**src/rtl/mux_nto1_scan.sv**
```systemverilog
// mux_nto1_scan: registered N:1 data multiplexer with manual and scan modes.
//
// Purpose:
//   Puts one of CHANNELS input words onto a registered output. In manual mode an external
//   select chooses the channel. In scan mode an internal counter steps through the channels
//   in order and stays DWELL cycles on each one. The output register and the channel register
//   load on the same edge, so o_mux_out always comes from the channel reported on o_cur_ch.
//
// Ports:
//   i_clk        rising-edge clock
//   i_rst        synchronous active-high reset (wins over everything)
//   i_mode       0 = manual, 1 = scan
//   i_sel        manual-mode channel select; values >= CHANNELS are ignored
//   i_hold       freezes channel, dwell counter and output
//   i_in_bus     packed inputs, channel k = i_in_bus[k*WIDTH +: WIDTH]
//   o_mux_out    registered selected data
//   o_cur_ch     channel currently driving o_mux_out
//   o_ch_change  one-cycle pulse after an edge that changed o_cur_ch
module mux_nto1_scan #(
  parameter int unsigned WIDTH    = 8,
  parameter int unsigned CHANNELS = 4,
  parameter int unsigned SEL_W    = 2,
  parameter int unsigned DWELL    = 4
) (
  input  logic                      i_clk,
  input  logic                      i_rst,
  input  logic                      i_mode,
  input  logic [SEL_W-1:0]          i_sel,
  input  logic                      i_hold,
  input  logic [WIDTH*CHANNELS-1:0] i_in_bus,
  output logic [WIDTH-1:0]          o_mux_out,
  output logic [SEL_W-1:0]          o_cur_ch,
  output logic                      o_ch_change
);

  // Dwell counter needs at least one bit even when DWELL is 1.
  localparam int unsigned DW_W = (DWELL > 1) ? $clog2(DWELL) : 1;
  localparam logic [DW_W-1:0] DWELL_LAST = DW_W'(DWELL - 1);

  // One extra bit so CHANNELS = 2^SEL_W is still representable for the range check.
  localparam logic [SEL_W:0]   CH_LIMIT = (SEL_W + 1)'(CHANNELS);
  localparam logic [SEL_W-1:0] LAST_CH  = SEL_W'(CHANNELS - 1);

  logic [SEL_W-1:0] r_cur_ch;
  logic [DW_W-1:0]  r_dwell;
  logic [WIDTH-1:0] r_mux_out;
  logic             r_ch_change;

  logic             w_sel_ok;
  logic             w_dwell_done;
  logic [SEL_W-1:0] w_ch_inc;
  logic [SEL_W-1:0] w_next_ch;
  logic [DW_W-1:0]  w_dwell_d;
  logic [WIDTH-1:0] w_next_data;

  assign w_sel_ok     = ({1'b0, i_sel} < CH_LIMIT);
  assign w_dwell_done = (r_dwell == DWELL_LAST);

  // Explicit wrap at the last real channel: unused codes of a non-power-of-two
  // channel count are never visited.
  assign w_ch_inc = (r_cur_ch == LAST_CH) ? '0 : (r_cur_ch + SEL_W'(1));

  // Next channel and next dwell count.
  always_comb begin
    w_next_ch = r_cur_ch;
    w_dwell_d = '0;
    if (!i_mode) begin
      if (w_sel_ok) begin
        w_next_ch = i_sel;
      end
    end else if (w_dwell_done) begin
      w_next_ch = w_ch_inc;
    end else begin
      w_dwell_d = r_dwell + DW_W'(1);
    end
  end

  // Data mux on the next channel, so data and channel register together.
  always_comb begin
    w_next_data = '0;
    for (int k = 0; k < CHANNELS; k++) begin
      if (w_next_ch == SEL_W'(k)) begin
        w_next_data = i_in_bus[k*WIDTH +: WIDTH];
      end
    end
  end

  always_ff @(posedge i_clk) begin
    if (i_rst) begin
      r_cur_ch    <= '0;
      r_dwell     <= '0;
      r_mux_out   <= '0;
      r_ch_change <= 1'b0;
    end else if (i_hold) begin
      r_ch_change <= 1'b0;
    end else begin
      r_cur_ch    <= w_next_ch;
      r_dwell     <= w_dwell_d;
      r_mux_out   <= w_next_data;
      r_ch_change <= (w_next_ch != r_cur_ch);
    end
  end

  assign o_mux_out   = r_mux_out;
  assign o_cur_ch    = r_cur_ch;
  assign o_ch_change = r_ch_change;

endmodule

```
**config.mk**
```make
export PLATFORM = sky130hd
export DESIGN_NAME = mux_nto1_scan
export DESIGN_NICKNAME = d
export VERILOG_FILES = /design/src/rtl/mux_nto1_scan.sv
export SDC_FILE = /design/constraint.sdc
export NUM_CORES = 1
export LEC_CHECK = 0
export CAP_MARGIN = 20
export CORE_ASPECT_RATIO = 1.5
export CORE_MARGIN = 3
export CORE_UTILIZATION = 34
export CTS_CLUSTER_DIAMETER = 80
export DETAILED_ROUTE_END_ITERATION = 8
export GPL_TIMING_DRIVEN = 0
export PLACE_DENSITY = 0.74
export SYNTH_ARGS = -nofsm -noshare
export SYNTH_HDL_FRONTEND = slang
export SYNTH_SLANG_ARGS = --single-unit
```
**constraint.sdc**
```tcl
create_clock -name i_clk -period 1.8 [get_ports i_clk]
set_clock_uncertainty 0.05 [all_clocks]
set_input_delay 0.27 -clock i_clk [delete_from_list [all_inputs] [get_ports i_clk]]
set_output_delay 0.27 -clock i_clk [all_outputs]
set_load 0.005 [all_outputs]
```
=== Word-level counts from Yosys, hierarchy flattened ===
Index checks and enable logic that the tools add are counted.

* Muxes and demuxes: 9
* Eq/ne operators: 6
* $add $sub $neg: 2
* Reduce and logical (&&, ||, !) cells: 2

{| class="wikitable"
|+ Operator list
! cell !! count
|-
| 8-bit 2-to-1 mux || 4
|-
| 2-bit 2-to-1 mux || 5
|-
| 2-bit == test, second input constant || 4
|-
| 2-bit by 1-bit adder with 2-bit output, second input constant || 2
|-
| 2-bit by 1-bit == test with 1-bit output, second input constant || 1
|-
| 2-bit logical NOT || 1
|-
| 2-bit != test || 1
|-
| 2-bit OR reduction || 1
|}

* Output and inout port bits: 11
* Input port bits: 38
* Bits in registers: 13
* Word-level logic and storage cells: 23

=== Logic depth before layout (Yosys ltp) ===
Gate-level depths: netlist (run 1).

* Depth in word-level cells: 9
* Mapped depth: 6
* Depth with buffers taken out: 5

=== Worst setup path after synthesis (run 1) ===
OpenSTA, ideal clock, no wires.

* Kind: flip-flop to flip-flop
* Start point: register r_cur_ch[0] (netlist: o_cur_ch[0])
* End point: register r_mux_out[0] (netlist: o_mux_out[0])
* Data required time: 1.616 ns
* Path buffers: 1
* Arrival time: 1.789 ns
* Path slack: -0.173 ns
* Cell stages (with the launch flop): 7
* Cell sequence: dfxtp_1 ha_1 or3b_4 a31oi_4 buf_12 mux2i_1 o221ai_2

* Word-level cells in the longest chain between the ends: 9
* Elaborated cells on any way between the ends: 13

{| class="wikitable"
|+ Ends and longest elaborated chain
! item !! line !! text
|-
| start, declared || 44 || <nowiki>logic [SEL_W-1:0] r_cur_ch;</nowiki>
|-
| start signal, assigned || 97 || <nowiki>r_cur_ch <= w_next_ch;</nowiki>
|-
| 2-bit by 1-bit adder with 2-bit output / 2-bit == test (equally long branches) || 61 || <nowiki>assign w_ch_inc = (r_cur_ch == LAST_CH) ? '0 : (r_cur_ch + SEL_W'(1));</nowiki>
|-
| 2-bit 2-to-1 mux || 61 ||
|-
| 2-bit 2-to-1 mux (*) || 71 || <nowiki>end else if (w_dwell_done) begin</nowiki>
|-
| 2-bit 2-to-1 mux (*) || 67 || <nowiki>if (!i_mode) begin</nowiki>
|-
| 2-bit logical NOT || 82 || <nowiki>if (w_next_ch == SEL_W'(k)) begin</nowiki>
|-
| 8-bit 2-to-1 mux (3 in series) || 82 ||
|-
| 8-bit 2-to-1 mux (*) || 82 ||
|-
| end signal, assigned || 99 || <nowiki>r_mux_out <= w_next_data;</nowiki>
|-
| end, declared || 46 || <nowiki>logic [WIDTH-1:0] r_mux_out;</nowiki>
|}

Every way passes the cells marked *; elsewhere a longest branch is shown, timed or not.
A chain may end at the register's enable or synchronous reset.

=== Worst setup path after layout (run 1) ===
* Start point: register r_cur_ch[0] (netlist: o_cur_ch[0])
* End point: register r_mux_out[2] (netlist: o_mux_out[2])

The elaborated chain is that of the path after synthesis.

==> impl_results.md, run 1 <==
* Part of the Yosys area used for sequential elements at 30.2%
* CTS Root Cell: clkbuf_4
* Final WL at 2740 µm
* Worst-margin pin slew at 405 ps
* Worst skew pair latency at 280 ps
* Die height at 67.7 µm
* Syn avg cell area at 10.4 µm²
* Element type at the critical path end: flip-flop
* Final Setup Violations at 8
* TNS Setup at -703 ps
* CP top delay family: simple AND/OR/NAND/NOR gates
* Initial Util at 37.3%
* RSZ-0062 raised after global routing: yes
* Die Width at 47.1 µm
* Synth-to-layout area growth at 89.1%
* Clk buf depth at 2
* Ant. Diodes at 0
* Hold_buf cts at 0
* Port Buffers at 46
* Synthesized flop and latch total at 13
* Ports at 49
* DR vias at 886
* H-Tree Depth at 1
* Worst EP arrival at 2010 ps
* 1st-pass router iterations at 4
* Pwr/cell area at 519 mW/mm²
* Final Hold Viols at 0
* Synth top area share at 30.2%
* Startpoint types: flip-flop
* Crit share post-route at 105%
* Vias per inst at 5.27
* Failing checks: setup timing
* Global Route Usage Sum at 17.7%
* Core ar. at 0.00231 mm²
* Global route total overflow at 0
* Die area at 0.00319 mm²
* Placement Setup Slack at -285 ps
* CP most frequent cell: buf_12
* Vias in the first global route at 899
* Req. time, crit path at 1910 ps
* Max_cap viols at 0
* Worst path cell trace: ha_4 -> or3b_4 -> a31oi_4 -> buf_12 -> buf_12 -> mux2i_2 -> o221ai_2
* Buf/Inv on CP at 2
* Most frequent cells in the layout: clkdlybuf4s50_1 (46), buf_4 (9), dfxtp_1 (9), nand3b_1 (8), o221ai_2 (8)
* TritonCTS clock tree: built
* Slew Limit Headroom at 73.0%
* Synth Instances at 83
* Routed length per instance at 16.3 µm
* Global-route wire length before repair at 4090 µm
* CP max stage delay at 380 ps
* Clock sinks at 13
* Fmax at 527 MHz
* Crit path max-delay cell type: or3b_4
* Synth area leader: dfxtp_1
* Synthesized net count at 123
* Max Slew Vio Count at 0
* DR iter-0 viols at 13
* Synth area leaders: dfxtp_1 (30%), mux2i_1 (21%), o221ai_2 (14%), nand3b_1 (7.0%), a21oi_1 (3.5%)
* Static leakage at 0.587 nW
* Post-DP Area at 0.00138 mm²
* DP HPWL at 1930 µm
* Initial antenna violation count at 0
* Layout cells sized above 1 at 31.0%
* DRC at 0
* Yosys warning count at 0
* Status: finished with violations
* Worst Hold Class: in -> reg
* Final hold slack at 370 ps
* Fin nets at 186
* Final worst-path setup slack at -98.6 ps
* DRT antenna net count at 0
* Final min period at 1900 ps
* Largest net degree at the start of global routing at 11
* Gpl congestion at 0.725
* CTS Buf Count at 3
* Type of the worst setup path: reg -> reg
* Clock slew at reported path FFs at 80 ps
* Distinct cell type count after synthesis at 22
* Final instance area at 0.00163 mm²
* CP Max Fanout at 6
* Core Rows at 21
* Leading cell type in the layout, fill and taps excluded: clkdlybuf4s50_1
* Post-Syn Area at 862 µm²
* IR drop worst, VDD at 0.410 mV
==> routing by layer <==
layer / wire length [µm] / share of wire [%] / vias up / GRT usage [%]
met1: 992 / 36 / 406 / 19.3
met4: 38 / 1.4 / 0 / 5.19
li1: - / - / 439 / -
met2: 1430 / 52 / 35 / 32.5
met3: 278 / 10 / 6 / 4.00
met5: 0 / 0 / - / 0
==> registers in the layout (all words and copies together) (netlist names) <==
register and count:
o_mux_out 8, o_cur_ch 2, r_dwell 2, o_ch_change 1
==> stage by stage <==
step / total power (W) / util [%] / instances
3_5_place_dp: 0.000596 / 59.7 / 152
5_1_grt: 0.000894 / 70.5 / 168
6_report: 0.000847 / 70.5 / 168
4_1_cts: 0.000842 / 69.3 / 167
2_1_floorplan: 0.000455 / - / 83
3_3_place_gp: 0.000591 / 59.7 / 152
==> cells in the mapped netlist <==
cell type / count
xnor2_1: 1
mux2i_1: 18
nand3b_1: 8
a21boi_0: 1
dfxtp_1: 13
nand2b_1: 2
nor3b_1: 1
clkbuf_1: 4
o21bai_1: 1
or3b_4: 1
nor2b_1: 1
o21ai_0: 2
buf_12: 1
buf_4: 1
nor4bb_1: 1
o221ai_2: 8
a31oi_4: 1
a21oi_1: 6
nor2_1: 7
and2b_1: 1
ha_1: 2
nand2_1: 2
==> what timing repair did <==
| item | in CTS | in global routing |
|---|---|---|
| resized for setup | 14 | 6 |
| gates cloned | 1 | 0 |
| endpoints found under the setup margin | 8 | 8 |
| pin swaps | 3 | 1 |
| setup buffers | 10 | 1 |
==> final timing paths <==
kind,startpoint,end,slack (ps),cells past startpoint
setup / recovery,o_cur_ch[0]$_SDFFE_PP0N_,o_mux_out[2]$_SDFFE_PP0N_,-100,7
hold / removal,i_hold,o_cur_ch[1]$_SDFFE_PP0N_,370,3
setup reg to reg,o_cur_ch[0]$_SDFFE_PP0N_,o_mux_out[2]$_SDFFE_PP0N_,-100,7
hold reg to reg,o_mux_out[5]$_SDFFE_PP0N_,o_mux_out[5]$_SDFFE_PP0N_,460,2
==> logic make-up (layout without fill, tap and decap cells) <==
logic type / count (synthesis) / count (layout) / share of synthesized area, %
buffers and inverters: 6 / 68 / 4.93
adders and majority gates: 2 / 2 / 2.90
xor gates and xnor gates: 1 / 1 / 1.02
muxes: 18 / 18 / 20.9
AOI/OAI and AO/OA: 19 / 19 / 22.8
and+or+nand+nor: 24 / 24 / 17.3
DFF: 13 / 13 / 30.2
==> worst register-to-register path, stage by stage, from the launching register on <==
cell and delay [ps]:
dfxtp_4 360, ha_4 150, or3b_4 380, a31oi_4 220
buf_12 140, buf_12 130, mux2i_2 240, o221ai_2 110
==> cell type report <==
class	count	area, µm²
multi-input combinational	64	663
sequential	13	270
timing repair buffer	58	599
tap	23	28.8
buffer	6	42.5
clock buffer	4	26.3
fill	182	682
==> power by group <==
part	leakage (nW)	switching, W	total [W]	internal, W
logic	0.463	0.000122	0.000343	0.000221
registers	0.109	0.0000137	0.000323	0.000309
clock network	0.0150	0.0000950	0.000181	0.0000860
total	0.587	0.000230	0.000847	0.000617
Power figures use the tool's default switching activity.
==> inputs of run 2 (changes only) <==
Settings changed: SKIP_CTS_REPAIR_TIMING from default to 1, SLEW_MARGIN from default to 20.
==> run 2 against run 1 <==
  * The flow still finishes with violations (setup timing)
  * Critical path depth decreased by 1
  * Clock-buffer cell count stayed put
  * Flip-flop and latch count stayed put
  * Maximum frequency is 2.5% higher
  * Global-route usage is 2.5 points lower
  * Clock power barely moved
  * Power is 6.1% lower
  * Hold slack lost 8.6 ps
  * Register-to-register slack improved by 50 ps
  * Cell count down 5.4%
  * Critical endpoint is now o_mux_out[0]$_SDFFE_PP0N_
  * Largest cell class unchanged
==> impl_results.md, run 2 (synthesis gave the netlist of run 1 again) <==
* Status: finished with violations (unchanged)
* Failing checks: setup timing (unchanged)
* Req. time, crit path at 1910 ps (about the same)
* Worst EP arrival at 1970 ps (was 2010 ps)
* Routed length per instance at 15.1 µm (was 16.3 µm)
* Max Slew Vio Count at 0 (unchanged)
* Final worst-path setup slack at -52.4 ps (was -98.6 ps)
* Combinational Power Share at 36.5% (was 40.5%)
* Final Setup Violations at 8 (unchanged)
* Sw power at 0.000213 W (was 0.000230 W)
* Clk buf depth at 2 (unchanged)
* RSZ-0062 raised after global routing: yes (unchanged)
* TNS Setup at -357 ps (was -703 ps)
* Initial antenna violation count at 0 (unchanged)
* Synth-to-layout area growth at 72.4% (was 89.1%)
* Die height at 67.7 µm (unchanged)
* Die Width at 47.1 µm (unchanged)
* Placement Setup Slack at -285 ps (unchanged)
* CTS Buf Count at 3 (unchanged)
* Clock sinks at 13 (unchanged)
* Port Buffers at 46 (unchanged)
* Static leakage at 0.524 nW (was 0.587 nW)
* Reg area at 268 µm² (was 270 µm²)
* Core Rows at 21 (unchanged)
* Die area at 0.00319 mm² (unchanged)
* Ports at 49 (unchanged)
* Largest net degree at the start of global routing at 11 (unchanged)
* Core ar. at 0.00231 mm² (unchanged)
* Global route total overflow at 0 (unchanged)
* Fin nets at 177 (was 186)
* IR drop worst, VDD at 0.396 mV (was 0.410 mV)
* Global-route wire length before repair at 3540 µm (was 4090 µm)
* Final Hold Viols at 0 (unchanged)
* Global Route Usage Sum at 15.2% (was 17.7%)
* CTS Root Cell: clkbuf_4 (unchanged)
* Post-DP Area at 0.00138 mm² (unchanged)
* Final instance area at 0.00149 mm² (was 0.00163 mm²)
* Max_cap viols at 0 (unchanged)
* DP HPWL at 1930 µm (unchanged)
* CP Max Fanout at 10 (was 6)
* Gpl congestion at 0.725 (unchanged)
* Buf/Inv on CP at 1 (was 2)
* Worst-margin pin slew at 416 ps (was 405 ps)
* Sequential Power Share at 40.9% (was 38.1%)
* Number of flip-flops under the largest register name at 8 (unchanged)
* Vias in the first global route at 780 (was 899)
* Most frequent cells in the layout: clkdlybuf4s50_1 (46), mux2i_1 (10), dfxtp_1 (9), nand3b_1 (8), o221ai_2 (8) (was clkdlybuf4s50_1 (46), buf_4 (9), dfxtp_1 (9), nand3b_1 (8), o221ai_2 (8))
* CP top delay family: simple AND/OR/NAND/NOR gates (unchanged)
* Ant. Diodes at 0 (unchanged)
* Clk network pwr share at 22.6% (was 21.4%)
* Crit share post-route at 103% (was 105%)
* Filler instances at 199 (was 182)
* DRT antenna net count at 0 (unchanged)
* Vias per inst at 5.25 (was 5.27)
* Clock slew at reported path FFs at 80 ps (about the same)
* Worst skew pair latency at 280 ps (about the same)
* Final WL at 2410 µm (was 2740 µm)
* Pwr/cell area at 535 mW/mm² (was 519 mW/mm²)
* 1st-pass router iterations at 3 (was 4)
* DR vias at 834 (was 886)
* DRC at 0 (unchanged)
* Worst Hold Class: in -> reg (unchanged)
* Metal-1 WL at 908 µm (was 992 µm)
* Slew Limit Headroom at 72.2% (was 73.0%)
* Final min period at 1850 ps (was 1900 ps)
* Element type at the critical path end: flip-flop (unchanged)
* Crit path max-delay cell type: or3b_4 (unchanged)
* Type of the worst setup path: reg -> reg (unchanged)
* Internal Dissipation at 0.000582 W (was 0.000617 W)
* Top Metal Used: met4 (unchanged)
* TritonCTS clock tree: built (unchanged)
* Leading cell type in the layout, fill and taps excluded: clkdlybuf4s50_1 (unchanged)
* H-Tree Depth at 1 (unchanged)
* DR iter-0 viols at 19 (was 13)
* Initial Util at 37.3% (unchanged)
* Startpoint types: flip-flop (unchanged)
* Fmax at 540 MHz (was 527 MHz)
* Area of the multi-input gates at 634 µm² (was 663 µm²)
* Layout cells sized above 1 at 24.3% (was 31.0%)
* Worst path cell trace: ha_4 -> or3b_4 -> a31oi_4 -> buf_12 -> mux2i_2 -> o221ai_2 (was ha_4 -> or3b_4 -> a31oi_4 -> buf_12 -> buf_12 -> mux2i_2 -> o221ai_2)
* WL met2 at 1170 µm (was 1430 µm)
* CP max stage delay at 380 ps (about the same)
* Sw Ratio at 26.8% (was 27.2%)
* Met3 wire len at 290 µm (was 278 µm)
run 2: final cells by class:
| cell class | count | area share (%) |
|---|---|---|
| timing repair buffer | 49 | 32.7 |
| buffer | 6 | 2.86 |
| tap | 23 | 1.94 |
| multi-input combinational | 64 | 42.7 |
| clock buffer | 4 | 1.77 |
| sequential | 13 | 18.0 |
run 2: worst register-to-register path, delay by kind of cell, from the launching register on:
kind	cells	cell delay (ps)
AO/OA/AOI/OAI	2	330
flip-flops	1	370
buffers and inverters	1	190
adder cells (fa/ha/maj)	1	160
multiplexers	1	250
AND/OR/NAND/NOR	1	380
run 2: worst paths after layout:
kind / startpoint / depth (start not counted) / slack [ps] / end
worst max-delay path: o_cur_ch[0]$_SDFFE_PP0N_ / 6 / -50 / o_mux_out[0]$_SDFFE_PP0N_
worst max register to register: o_cur_ch[0]$_SDFFE_PP0N_ / 6 / -50 / o_mux_out[0]$_SDFFE_PP0N_
worst min register to register: o_mux_out[5]$_SDFFE_PP0N_ / 2 / 460 / o_mux_out[5]$_SDFFE_PP0N_
worst min-delay path: i_hold / 3 / 360 / o_cur_ch[1]$_SDFFE_PP0N_
run 2: per-stage QoR:
stage / power (W) / std cells / hold slack [ps] / utilization, %
6_report: 0.000795 / 159 / 361 / 64.3
5_1_grt: 0.000842 / 159 / 406 / 64.3
4_1_cts: 0.000777 / 156 / 360 / 60.9
3_5_place_dp: 0.000596 / 152 / 446 / 59.7
3_3_place_gp: 0.000591 / 152 / 432 / 59.7
2_1_floorplan: 0.000455 / 83 / 416 / -
run 2: layer usage:
metal | vias up | global-route usage (%)
met1 | 371 | 17.8
li1 | 423 | -
met3 | 5 | 4.27
met4 | 0 | 5.19
met5 | - | 0
met2 | 35 | 25.7
run 2: power groups by stage:
| stage | Combinational (W) | Clock [W] | Sequential (W) |
|---|---|---|---|
| 5_1_grt | 0.000313 | 0.000200 | 0.000328 |
| 3_5_place_dp | 0.000262 | 0 | 0.000334 |
| 4_1_cts | 0.000263 | 0.000186 | 0.000327 |
| 6_report | 0.000290 | 0.000180 | 0.000325 |
| 3_3_place_gp | 0.000258 | 0 | 0.000332 |
| 2_1_floorplan | 0.000121 | 0 | 0.000334 |
==> inputs of run 3 (changes only) <==
Settings changed: GPL_TIMING_DRIVEN 0 to default, SLEW_MARGIN 20 to 40.
==> run 3 against run 2 <==
  * The run still ends with setup timing left
  * Power grew 2.2%
  * Maximum frequency up 0.35%
  * Wire length rose by 12%
  * Hold slack better by 96 ps
  * Cell count increased by 2.5%
  * Critical path depth unchanged
  * Highest routed layer unchanged
  * Design area up 3.1%
  * Via count is 3.6% higher
  * Die area stayed put
  * Clock-buffer cell count unchanged
==> impl_results.md, run 3 (synthesis gave the netlist of run 1 again) <==
* Status: finished with violations (unchanged)
* Failing checks: setup timing (unchanged)
* Startpoint types: flip-flop (unchanged)
* Req. time, crit path at 1910 ps (about the same)
* Setup slack, reg-to-reg at -50 ps (about the same)
* Worst EP arrival at 1950 ps (was 1970 ps)
* Final min period at 1850 ps (about the same)
* Final instance area at 0.00153 mm² (was 0.00149 mm²)
* Die area at 0.00319 mm² (unchanged)
* Worst-margin pin slew at 247 ps (was 416 ps)
* DR vias at 864 (was 834)
* Synth-to-layout area growth at 77.8% (was 72.4%)
* Routed length per instance at 16.5 µm (was 15.1 µm)
* Reg2reg path depth at 6 (unchanged)
* Post-DP Area at 0.00146 mm² (was 0.00138 mm²)
* Fmax at 542 MHz (was 540 MHz)
* Final Hold Viols at 0 (unchanged)
* Global-route wire length before repair at 3700 µm (was 3540 µm)
* Ant. Diodes at 0 (unchanged)
* 1st-pass router iterations at 4 (was 3)
* R2R Path End: o_mux_out[7]$_SDFFE_PP0N_ (was o_mux_out[0]$_SDFFE_PP0N_)
* Leading cell type in the layout, fill and taps excluded: clkdlybuf4s50_1 (unchanged)
* CTS Buf Count at 3 (unchanged)
* Type of the worst setup path: reg -> reg (unchanged)
* Most frequent cells in the layout: clkdlybuf4s50_1 (48), mux2i_1 (12), dfxtp_1 (9) (was clkdlybuf4s50_1 (46), mux2i_1 (10), dfxtp_1 (9), nand3b_1 (8), o221ai_2 (8))
* Crit share post-route at 103% (about the same)
* Port Buffers at 48 (was 46)
* IR drop worst, VDD at 0.278 mV (was 0.396 mV)
* Element type at the critical path end: flip-flop (unchanged)
* Worst skew pair latency at 280 ps (about the same)
* Initial Util at 37.3% (unchanged)
* Core Rows at 21 (unchanged)
* CP Max Fanout at 8 (was 10)
* Max_cap viols at 0 (unchanged)
* Global Route Usage Sum at 16.1% (was 15.2%)
* Number of flip-flops under the largest register name at 8 (unchanged)
* TritonCTS clock tree: built (unchanged)
* Global route total overflow at 0 (unchanged)
* Vias in the first global route at 858 (was 780)
* DRC at 0 (unchanged)
* Final WL at 2680 µm (was 2410 µm)
* Clock sinks at 13 (unchanged)
* Final Setup Violations at 8 (unchanged)
* Vias per inst at 5.30 (was 5.25)
* Max Slew Vio Count at 0 (unchanged)
* Pwr Total at 0.000813 W (was 0.000795 W)
* Die height at 67.7 µm (unchanged)
* Core ar. at 0.00231 mm² (unchanged)
* Static leakage at 0.567 nW (was 0.524 nW)
* Worst r2r src: o_cur_ch[0]$_SDFFE_PP0N_ (unchanged)
* Hold path endpoint: o_mux_out[2]$_SDFFE_PP0N_ (was o_cur_ch[1]$_SDFFE_PP0N_)
* DP HPWL at 1990 µm (was 1930 µm)
* Fin util at 66.3% (was 64.3%)
* Final worst-path setup slack at -46.0 ps (was -52.4 ps)
* Gpl congestion at 0.731 (was 0.725)
* Largest net degree at the start of global routing at 17 (was 11)
* CTS Root Cell: clkbuf_4 (unchanged)
* Clock slew at reported path FFs at 90 ps (was 80 ps)
* Layout cells sized above 1 at 25.7% (was 24.3%)
* Ports at 49 (unchanged)
* Pwr/cell area at 531 mW/mm² (was 535 mW/mm²)
* HP Start: o_mux_out[2]$_SDFFE_PP0N_ (was i_hold)
* Worst Hold Class: reg -> reg (was in -> reg)
* Initial antenna violation count at 0 (unchanged)
* Hold Path Depth at 2 (was 3)
* DRT antenna net count at 0 (unchanged)
* H-Tree Depth at 1 (unchanged)
* DR iter-0 viols at 8 (was 19)
* Die Width at 47.1 µm (unchanged)
* RSZ-0062 raised after global routing: yes (unchanged)
* Fin nets at 181 (was 177)
* Slew Limit Headroom at 83.3% (was 72.2%)
* Clk buf depth at 2 (unchanged)
-- run 3: cell types whose count changed in the layout (fill, tap and decap cells not counted), moves of 2 or more --
cell / delta
buf_4: +5
clkdlybuf4s50_1: +2
mux2i_1: +2
mux2i_4: -2
clkbuf_1: -4
-- run 3: per-stage QoR --
stage	TNS (ps)	hold slack [ps]	cells	setup slack, ps
final	-194	457	163	-46.0
after global routing	-733	481	163	-103
after CTS	-165	463	162	-44.5
after detailed placement	-286	442	158	-56.1
after global placement	-2.83	432	158	-2.83
after floorplan	-738	416	83	-97.9
-- run 3: how the worst max path moves through the flow --
stage / cells after the start / end / startpoint
2_1_floorplan: 6 / o_mux_out[3]$_SDFFE_PP0N_ / o_cur_ch[0]$_SDFFE_PP0N_
3_3_place_gp: 6 / o_mux_out[3]$_SDFFE_PP0N_ / i_mode
3_5_place_dp: 6 / o_mux_out[7]$_SDFFE_PP0N_ / i_mode
4_1_cts: 6 / o_mux_out[7]$_SDFFE_PP0N_ / o_cur_ch[0]$_SDFFE_PP0N_
5_1_grt: 6 / o_mux_out[5]$_SDFFE_PP0N_ / o_cur_ch[0]$_SDFFE_PP0N_
6_report: 6 / o_mux_out[7]$_SDFFE_PP0N_ / o_cur_ch[0]$_SDFFE_PP0N_
-- run 3: worst max-delay path: stages, from the launching register on --
cell and delay [ps]:
dfxtp_2 350, ha_4 160, or3b_4 380, a31oi_4 220, buf_12 180, mux2i_2 250
o221ai_2 130
-- run 3: power by group --
part / leakage [nW] / switching [W] / internal (W)
Sequential: 0.109 / 0.0000133 / 0.000311
Combinational: 0.444 / 0.000107 / 0.000197
Clock: 0.0150 / 0.0000988 / 0.0000858
-- run 3: cell type report --
class	instances	area (µm²)
clock buffer	4	26.3
timing repair buffer	59	606
tap	23	28.8
sequential	13	265
multi-input combinational	64	607
fill	178	779
-- run 3: metal layers --
layer,global-route usage (%),vias up,part of all wire [%]
li1,-,428,-
met1,16.6,400,37
met2,29.4,34,52
met3,4.00,2,10
met4,6.23,0,0.86
met5,0,-,0
